$ cat config.mk
export PLATFORM = sky130hd
export DESIGN_NAME = tcp_sched_flag_table_flat
export DESIGN_NICKNAME = d
export VERILOG_FILES = /design/src/rtl/tcp_sched_flag_table_if.sv /design/src/rtl/tcp_sched_flag_table.sv /design/src/flat_wrapper.sv
export SDC_FILE = /design/constraint.sdc
export NUM_CORES = 2
export LEC_CHECK = 0
export ABC_AREA = 1
export BUFFER_PORTS_ARGS = -buffer_cell sky130_fd_sc_hd__buf_4
export CAP_MARGIN = 10
export CORE_UTILIZATION = 61
export DETAILED_ROUTE_END_ITERATION = 16
export GPL_TIMING_DRIVEN = 0
export PLACE_DENSITY_LB_ADDON = 0.3
export SKIP_LAST_GASP = 1
export SYNTH_ARGS = -nofsm -noshare
export SYNTH_HDL_FRONTEND = slang
export SYNTH_SLANG_ARGS = --single-unit
$ cat constraint.sdc
create_clock -name clk -period 3.01 [get_ports clk]
set_clock_uncertainty 0.2 [all_clocks]
set_input_delay 0.4515 -clock clk [delete_from_list [all_inputs] [get_ports clk]]
set_output_delay 0.4515 -clock clk [all_outputs]
set_load 0.01 [all_outputs]
$ cat src/rtl/tcp_sched_flag_table_if.sv
// rtl/tcp_sched_flag_table_if.sv - command and schedule stream bundle for the flow flag table
interface tcp_sched_flag_table_if #(
    parameter int FLOWID_W    = 3,
    parameter int TIMESTAMP_W = 64
);
    localparam int CMD_W  = FLOWID_W + 3 * (2 + TIMESTAMP_W);
    localparam int DATA_W = FLOWID_W + 3 * (1 + TIMESTAMP_W);

    logic              cmd_val;
    logic              cmd_rdy;
    logic [CMD_W-1:0]  cmd_data;
    logic              sched_val;
    logic              sched_rdy;
    logic [DATA_W-1:0] sched_data;

    // Producer/consumer side: drives commands, accepts scheduled flows
    modport master (
        output cmd_val, cmd_data, sched_rdy,
        input  cmd_rdy, sched_val, sched_data
    );

    // Table side
    modport slave (
        input  cmd_val, cmd_data, sched_rdy,
        output cmd_rdy, sched_val, sched_data
    );
endinterface

$ cat src/rtl/tcp_sched_flag_table.sv
// rtl/tcp_sched_flag_table.sv - per-flow retransmit/ack/data flag table with round-robin scanner
module tcp_sched_flag_table #(
    parameter int FLOWID_W    = 3,
    parameter int TIMESTAMP_W = 64
) (
    input  logic                   clk,
    input  logic                   rst_n,
    tcp_sched_flag_table_if.slave  bus
);
    localparam int NUM_FLOWS  = 2 ** FLOWID_W;
    localparam int SUB_CMD_W  = 2 + TIMESTAMP_W;
    localparam int SUB_DATA_W = 1 + TIMESTAMP_W;
    localparam int CMD_W      = FLOWID_W + 3 * SUB_CMD_W;
    localparam int DATA_W     = FLOWID_W + 3 * SUB_DATA_W;

    localparam logic [1:0] OP_SET = 2'd0;
    localparam logic [1:0] OP_CLR = 2'd1;

    typedef enum logic {ST_SCAN, ST_OUT} state_t;

    // Sub-field index 0 = data, 1 = ack, 2 = rt (LSB upwards in the packed layout)
    logic [2:0]             flag_q [NUM_FLOWS];
    logic [TIMESTAMP_W-1:0] ts_q   [NUM_FLOWS][3];

    state_t                 state;
    logic [FLOWID_W-1:0]    scan_ptr;
    logic                   sched_val_q;
    logic [DATA_W-1:0]      sched_data_q;

    logic                   cmd_fire;
    logic [FLOWID_W-1:0]    cmd_flow;
    logic [1:0]             sub_op [3];
    logic [TIMESTAMP_W-1:0] sub_ts [3];
    logic [2:0]             eff_flag;
    logic [TIMESTAMP_W-1:0] eff_ts [3];
    logic [3*SUB_DATA_W-1:0] eff_data;

    // Commands are never backpressured outside reset
    assign bus.cmd_rdy    = rst_n;
    assign bus.sched_val  = sched_val_q;
    assign bus.sched_data = sched_data_q;

    assign cmd_fire = bus.cmd_val & bus.cmd_rdy;
    assign cmd_flow = bus.cmd_data[CMD_W-1 -: FLOWID_W];

    // Split the command into its three op/timestamp sub-fields
    always_comb begin
        for (int k = 0; k < 3; k++) begin
            sub_op[k] = bus.cmd_data[k*SUB_CMD_W + TIMESTAMP_W +: 2];
            sub_ts[k] = bus.cmd_data[k*SUB_CMD_W +: TIMESTAMP_W];
        end
    end

    // Entry under the scanner, with a same-cycle command to that flow bypassed in
    always_comb begin
        eff_flag = flag_q[scan_ptr];
        for (int k = 0; k < 3; k++) begin
            eff_ts[k] = ts_q[scan_ptr][k];
        end
        if (cmd_fire && (cmd_flow == scan_ptr)) begin
            for (int k = 0; k < 3; k++) begin
                if (sub_op[k] == OP_SET) begin
                    eff_flag[k] = 1'b1;
                    eff_ts[k]   = sub_ts[k];
                end else if (sub_op[k] == OP_CLR) begin
                    eff_flag[k] = 1'b0;
                end
            end
        end
        for (int k = 0; k < 3; k++) begin
            eff_data[k*SUB_DATA_W +: SUB_DATA_W] = {eff_flag[k], eff_ts[k]};
        end
    end

    // Table update: each sub-field independently sets, clears or leaves its flag
    always_ff @(posedge clk or negedge rst_n) begin
        if (!rst_n) begin
            for (int i = 0; i < NUM_FLOWS; i++) begin
                flag_q[i] <= '0;
                for (int k = 0; k < 3; k++) begin
                    ts_q[i][k] <= '0;
                end
            end
        end else if (cmd_fire) begin
            for (int k = 0; k < 3; k++) begin
                case (sub_op[k])
                    OP_SET: begin
                        flag_q[cmd_flow][k] <= 1'b1;
                        ts_q[cmd_flow][k]   <= sub_ts[k];
                    end
                    OP_CLR:  flag_q[cmd_flow][k] <= 1'b0;
                    default: ;
                endcase
            end
        end
    end

    // Scanner: snapshot the first active flow, hold it until the send engine takes it
    always_ff @(posedge clk or negedge rst_n) begin
        if (!rst_n) begin
            state        <= ST_SCAN;
            scan_ptr     <= '0;
            sched_val_q  <= 1'b0;
            sched_data_q <= '0;
        end else begin
            case (state)
                ST_SCAN: begin
                    if (|eff_flag) begin
                        sched_data_q <= {scan_ptr, eff_data};
                        sched_val_q  <= 1'b1;
                        state        <= ST_OUT;
                    end else begin
                        scan_ptr <= scan_ptr + FLOWID_W'(1);
                    end
                end
                ST_OUT: begin
                    if (bus.sched_rdy) begin
                        sched_val_q <= 1'b0;
                        scan_ptr    <= scan_ptr + FLOWID_W'(1);
                        state       <= ST_SCAN;
                    end
                end
                default: state <= ST_SCAN;
            endcase
        end
    end
endmodule
$ cat src/flat_wrapper.sv
// flat-port wrapper written by rule: the top's interface ports become plain ports
module tcp_sched_flag_table_flat 
#(
    parameter int FLOWID_W    = 3,
    parameter int TIMESTAMP_W = 64
)
  (clk, rst_n, bus_cmd_val, bus_cmd_data, bus_sched_rdy, bus_cmd_rdy, bus_sched_val, bus_sched_data);
  tcp_sched_flag_table_if #(.FLOWID_W(FLOWID_W), .TIMESTAMP_W(TIMESTAMP_W)) bus_i ();
  input  logic clk;
  input  logic rst_n;
  input wire logic [$bits(bus_i.cmd_val)-1:0] bus_cmd_val;
  input wire logic [$bits(bus_i.cmd_data)-1:0] bus_cmd_data;
  input wire logic [$bits(bus_i.sched_rdy)-1:0] bus_sched_rdy;
  output wire logic [$bits(bus_i.cmd_rdy)-1:0] bus_cmd_rdy;
  output wire logic [$bits(bus_i.sched_val)-1:0] bus_sched_val;
  output wire logic [$bits(bus_i.sched_data)-1:0] bus_sched_data;
  assign bus_i.cmd_val = bus_cmd_val;
  assign bus_i.cmd_data = bus_cmd_data;
  assign bus_i.sched_rdy = bus_sched_rdy;
  assign bus_cmd_rdy = bus_i.cmd_rdy;
  assign bus_sched_val = bus_i.sched_val;
  assign bus_sched_data = bus_i.sched_data;
  tcp_sched_flag_table #(.FLOWID_W(FLOWID_W), .TIMESTAMP_W(TIMESTAMP_W)) u_core (.clk(clk), .rst_n(rst_n), .bus(bus_i));
endmodule
======== Yosys cells after proc, flatten, opt, wreduce, memory -nomap -nowiden ========
Index checks and enable logic that the tools add are counted.
cells by class
  bitwise logic cells ..................... 13
  add/sub/neg operators ................... 1
  order comparisons ....................... 3
  reduce and logical (&&, ||, !) cells .... 9
  multiplexer cells ....................... 51
  eq/ne operators ......................... 7
operators with widths
  cell                                                         count
  two-way mux 1536 bit                                         5
  bitwise mux 1536 bit                                         3
  demux 192 bit (select 3 bit)                                 3
  two-way mux 192 bit                                          4
  binary-select mux 192 bit (select 3 bit)                     1
  two-way mux 64 bit                                           4
  one-hot mux 24 bit (2 select lines)                          3
  two-way mux 128 bit                                          1
  AND 24 bit                                                   3
  NOT 24 bit                                                   3
  bitwise OR 24 bit                                            3
  two-way mux 24 bit                                           2
  demux 3 bit (select 3 bit)                                   3
  two-way mux 3 bit                                            6
  two-way mux 1 bit                                            11
  binary-select mux 3 bit (select 3 bit)                       1
  greater-or-equal comparator 4 bit (second input constant)    2
  NOT 3 -> 4 bit                                               2
  == test 2 x 1 -> 1 bit (second input constant)               3
  logical NOT 2 bit                                            3
  one-hot mux 3 bit (2 select lines)                           1
  AND reduction 2 bit                                          3
  less-than comparator 4 x 1 -> 1 bit (second input constant)  1
  != test 2 bit (second input constant)                        2
  other kinds (9)                                              11
storage, ports and cells
  input bits .............................. 205
  bits in registers ....................... 1763
  output and inout port bits .............. 200

======== Logic depth before layout (Yosys ltp) ========
  depth after elaboration ................. 14
  depth in mapped cells ................... 16
  depth with buffers taken out ............ 13

======== Worst setup path after synthesis ========
No wires, ideal clock.
  path kind ............................... register to register
  start point ............................. reg u_core.scan_ptr[1]
  end point ............................... reg u_core.sched_data_q[196] (netlist: u_core.bus.sched_data[196])
  setup slack ............................. 0.869 ns
  setup time .............................. 0.129 ns
  arrival ................................. 1.811 ns
  period minus slack after synthesis ...... 2.141 ns
  cell stages (with the launch flop) ...... 16
  cells stage by stage .................... dfrtp_1 > buf_4 > inv_2 > nand2_1 > nand2_2 > nor2_8 > nand2_8 > inv_2 > nand3_2 > nand2_2 > nor2_4 > nand2_4 > nand2_4 > buf_6 > buf_6 > o21ai_2
between the ends
  longest elaborated chain between the ends .. 9
ends and longest elaborated chain
  item                                                   line                         RTL
  start, declared                                        tcp_sched_flag_table.sv:26   logic [FLOWID_W-1:0] scan_ptr;
  start signal, assigned                                 tcp_sched_flag_table.sv:113  scan_ptr <= scan_ptr + FLOWID_W'(1);
  start signal, assigned                                 tcp_sched_flag_table.sv:119  scan_ptr <= scan_ptr + FLOWID_W'(1);
  NOT 3 -> 4 bit (implied by the code)                   tcp_sched_flag_table.sv:56   eff_flag = flag_q[scan_ptr];
  binary-select mux 3 bit (select 3 bit)                 tcp_sched_flag_table.sv:56
  two-way mux 3 bit (implied by the code) (2 in series)  tcp_sched_flag_table.sv:56
  two-way mux 1 bit                                      tcp_sched_flag_table.sv:65   end else if (sub_op[k] == OP_CLR) begin
  two-way mux 1 bit                                      tcp_sched_flag_table.sv:62   if (sub_op[k] == OP_SET) begin
  two-way mux 3 bit                                      tcp_sched_flag_table.sv:60   if (cmd_fire && (cmd_flow == scan_ptr)) begin
  OR reduction 3 bit                                     tcp_sched_flag_table.sv:108  if (|eff_flag) begin
  AND reduction 2 bit (no line)                          --
  end signal, assigned                                   tcp_sched_flag_table.sv:109  sched_data_q <= {scan_ptr, eff_data};
  end, declared                                          tcp_sched_flag_table.sv:28   logic [DATA_W-1:0] sched_data_q;
Parallel ways exist; a longest one is shown, timed or not. The select of a mux whose other input is x is not followed.
A chain may end at the register's enable or synchronous reset.

======== Worst setup path after layout ========
  start point ............................. reg u_core.scan_ptr[2]
  end point ............................... reg u_core.sched_data_q[155] (netlist: u_core.bus.sched_data[155])
between the ends
  longest elaborated chain between the ends .. 9
ends and longest elaborated chain
  item                                                   line
  NOT 3 -> 4 bit (implied by the code)                   tcp_sched_flag_table.sv:56, tcp_sched_flag_table.sv:58
  binary-select mux 3 bit (select 3 bit)                 tcp_sched_flag_table.sv:56
  two-way mux 3 bit (implied by the code) (2 in series)  tcp_sched_flag_table.sv:56
  two-way mux 1 bit                                      tcp_sched_flag_table.sv:65
  two-way mux 1 bit                                      tcp_sched_flag_table.sv:62
  two-way mux 3 bit                                      tcp_sched_flag_table.sv:60
  OR reduction 3 bit                                     tcp_sched_flag_table.sv:108
  AND reduction 2 bit (no line)                          --
Parallel ways exist; a longest one is shown, timed or not. The select of a mux whose other input is x is not followed.

==> reports/metrics.yaml <==
timing:
  final_max_slew_viol_count: 0
  max_freq_mhz: 325
  worst_pin_slew_ns: 1.22
  hold_viol_final: 0
  holdWs_ns: 0.0388
  post-route-min-period_ns: 3.08
  setup_viol: 15
  slew_headroom_pct: 18.8
  fin_ws_ns: -0.0686
  rsz0062_at_grt: "yes"
  fin_crit_sh_pct: 102
setup_path:
  worstPathArrival_ns: 3.63
  critPathBufInv: 5
  worst-path-max-fanout: 10
  critPathMaxStageDelay_ns: 0.63
  worst_path_most_repeated_cell: "nand2_1"
  cp-start-kind: "register"
  endpoint_kind: "register"
  path_class: "register to register"
  crit_chain: "buf_2, inv_2, clkbuf_2, buf_4, clkbuf_1, nand2_1, nand2_1, a21oi_1, o21ai_2"
  worstPathRequired_ns: 3.56
  critPathSlowestCell: "clkbuf_1"
  cpLargestDelayFamily: "buffers and inverters"
route:
  wl_per_cell_um: 23.8
  drt_iter0_drc: 11934
  ant_nets: 0
  firstDrtPassIters: 9
  drc_errors: 0
  num_vias: 75415
  via_per_inst: 6.38
  wirelength_um: 281000
place:
  portBuffers: 403
  place.gp.congestion: 0.981
  dp_hpwl_um: 187000
  post-place-cells: 11272
  place_area_um2: 83400
  place_ws_ns: -2.47
yosys:
  synthArstFlopShare_pct: 100
  synth_flop_cell: "dfrtp_1"
  synth_edf_count: 0
  synthDistinctLibCells: 31
  synth_top_area_cell: "dfrtp_1"
  yosysWarnings: 0
  postSynthAreaPerCell_um2: 8.46
  synthTopCellsByCount: "2313 x o21ai_0, 2163 x nand2_1, 1763 x dfrtp_1"
  synthesis.nets: 9414
  ys_seq_area_share_pct: 56.6
  synth_top_cell_area_share_pct: 56.6
  netlist_top_cells_area: "dfrtp_1 57%, o21ai_0 15%, nand2_1 10%, nor2_1 3.5%, o22ai_1 3.3%"
  synthCells: 9208
  ys_ff_latch: 1763
  syn-cell-area_um2: 77900
  yosysMostFrequentCell: "o21ai_0"
power_and_ir_drop:
  ir_drop_mv: 0.801
  p_int_mw: 52.1
  pwr-share-clk_pct: 26.2
  p_comb_share_pct: 40.1
  power_switching_mw: 35.9
  power.total_mw: 88.0
  p_leak_nw: 43.4
  switching_share_pct: 40.8
  power.share.sequential_pct: 33.7
  powerDensity_nw_per_um2: 954
final_layout:
  area_growth_pct: 18.3
  fin_nets: 10222
  final_cell_area_um2: 92200
  drive_gt1_share_pct: 11.2
  final_cells: 11824
clock_network:
  clock_latency_ns: 0.84
  cts_buffer_depth: 3
  cts-buffers-inserted: 176
  cts_max_level: 4
  clock_sinks: 1763
  cts.clk_slew.worst_paths_ns: 0.06
  cts_tree: "built"
  cts_root_buf: "clkbuf_16"
global_routing:
  grt_max_degree: 182
  antenna_found_initial: 13
  overflow: 0
  grt_first_pass_wirelength_um: 424000
  grt_util_all_layers_pct: 42.8
  grt_pass1_vias: 72434
outcome:
  status: "finished with violations"
  violations: "setup timing"
floorplanning:
  dieWidth_um: 359
  coreArea_um2: 126000
  rows: 130
  num_io_pins: 405
  die_y_um: 359
  die_area_um2: 129000
  initial_utilization_pct: 61.8
run:
  cap_violations: 0
hold_path:
  hold_class: "input port to register"
-- path summary, 6_finish.rpt --
kind,start,to,slack (ns),cells after the start
setup / recovery,u_core.scan_ptr[2]$_DFFE_PN0P_,u_core.bus.sched_data[155]$_DFFE_PN0P_,-0.07,9
hold / removal,bus_cmd_data[191],u_core.bus.sched_data[189]$_DFFE_PN0P_,0.04,5
setup reg to reg,u_core.scan_ptr[2]$_DFFE_PN0P_,u_core.bus.sched_data[155]$_DFFE_PN0P_,-0.07,9
hold reg to reg,u_core.ts_q[609]$_DFFE_PN0P_,u_core.ts_q[609]$_DFFE_PN0P_,0.28,2
max in group asynchronous,rst_n,u_core.ts_q[1440]$_DFFE_PN0P_,0.19,6
min in group asynchronous,rst_n,u_core.ts_q[1306]$_DFFE_PN0P_,0.19,3
-- worst min-delay path, cell delays in order --
cell and delay (ns):
buf_4 0.11, inv_1 0.05, nor2_1 0.08, a22oi_1 0.25, o21ai_2 0.08
-- final cells by class --
| class | instances | area (um^2) |
|---|---|---|
| Antenna cell | 9 | 22.5 |
| Buffer | 721 | 3400 |
| Clock buffer | 268 | 5260 |
| Clock inverter | 59 | 758 |
| Fill cell | 9234 | 34000 |
| Inverter | 441 | 1670 |
| Multi-Input combinational cell | 6282 | 29200 |
| Sequential cell | 1763 | 44100 |
| Tap cell | 1650 | 2060 |
| Timing Repair Buffer | 631 | 5750 |
-- cells in the final DEF (no fill, tap or decap), types with 18 or more instances in the layout --
cell type and instances:
o21ai_0 2302, clkbuf_2 117, buf_1 20, clkbuf_1 511, inv_1 421, o22ai_1 411, o21ai_1 133, clkinv_2 26
dfrtp_1 1763, nand2_1 2161, nand3_1 193, buf_4 415, buf_6 44, o21ai_2 155, buf_2 46, nor2_1 727
clkbuf_8 42, a22oi_1 39, buf_16 18, dlygate4sd3_1 202, a21oi_1 124, clkbuf_16 181
-- registers in the layout, summed over array words and instances, names as in the netlist, named ones only --
| register | flops |
|---|---|
| u_core.bus.sched_data | 198 |
| u_core.bus.sched_val | 1 |
| u_core.scan_ptr | 3 |
| u_core.state | 1 |
| u_core.ts_q | 1536 |
-- through the flow --
stage,util (%),TNS (ns)
after floorplan,-,0
after global placement,65.8,-
after detailed placement,66.0,-3120.85
after CTS,72.9,-0.138
after global routing,73.1,-0.738
final,73.1,-0.400
-- power groups by stage --
stage	combinational (mW)	sequential, mW	clock [mW]
after floorplan	19.8	29.8	0
after global placement	31.8	29.8	0
after detailed placement	32.6	29.8	0
after CTS	33.5	29.5	22.9
after global routing	37.5	30.0	23.9
final	35.2	29.7	23.1
-- timing repair --
| item | in CTS | in global routing |
|---|---|---|
| setup endpoints to repair | 1761 | 338 |
| resized for setup | 131 | 146 |
| endpoints found under the hold margin | 2060 | 0 |
| buffers inserted | 0 | 2 |
| hold buffers | 209 | 0 |
| cloned | 5 | 1 |
-- cells by family after synthesis --
kind of cell	synth area share [%]
and+or+nand+nor	15.4
AOI/OAI and AO/OA	21.9
buffers and inverters	6.08
DFF	56.6
xor gates and xnor gates	0.0112
adders and majority gates	0.0160
-- routing by layer --
metal	global-route usage (%)	part of all wire, %	wire (um)
met5	0	0.089	249
met4	27.3	6.7	18800
met3	14.8	14	39300
met2	61.6	43	121000
met1	55.4	36	102000
(Power assumes the default switching activity.)
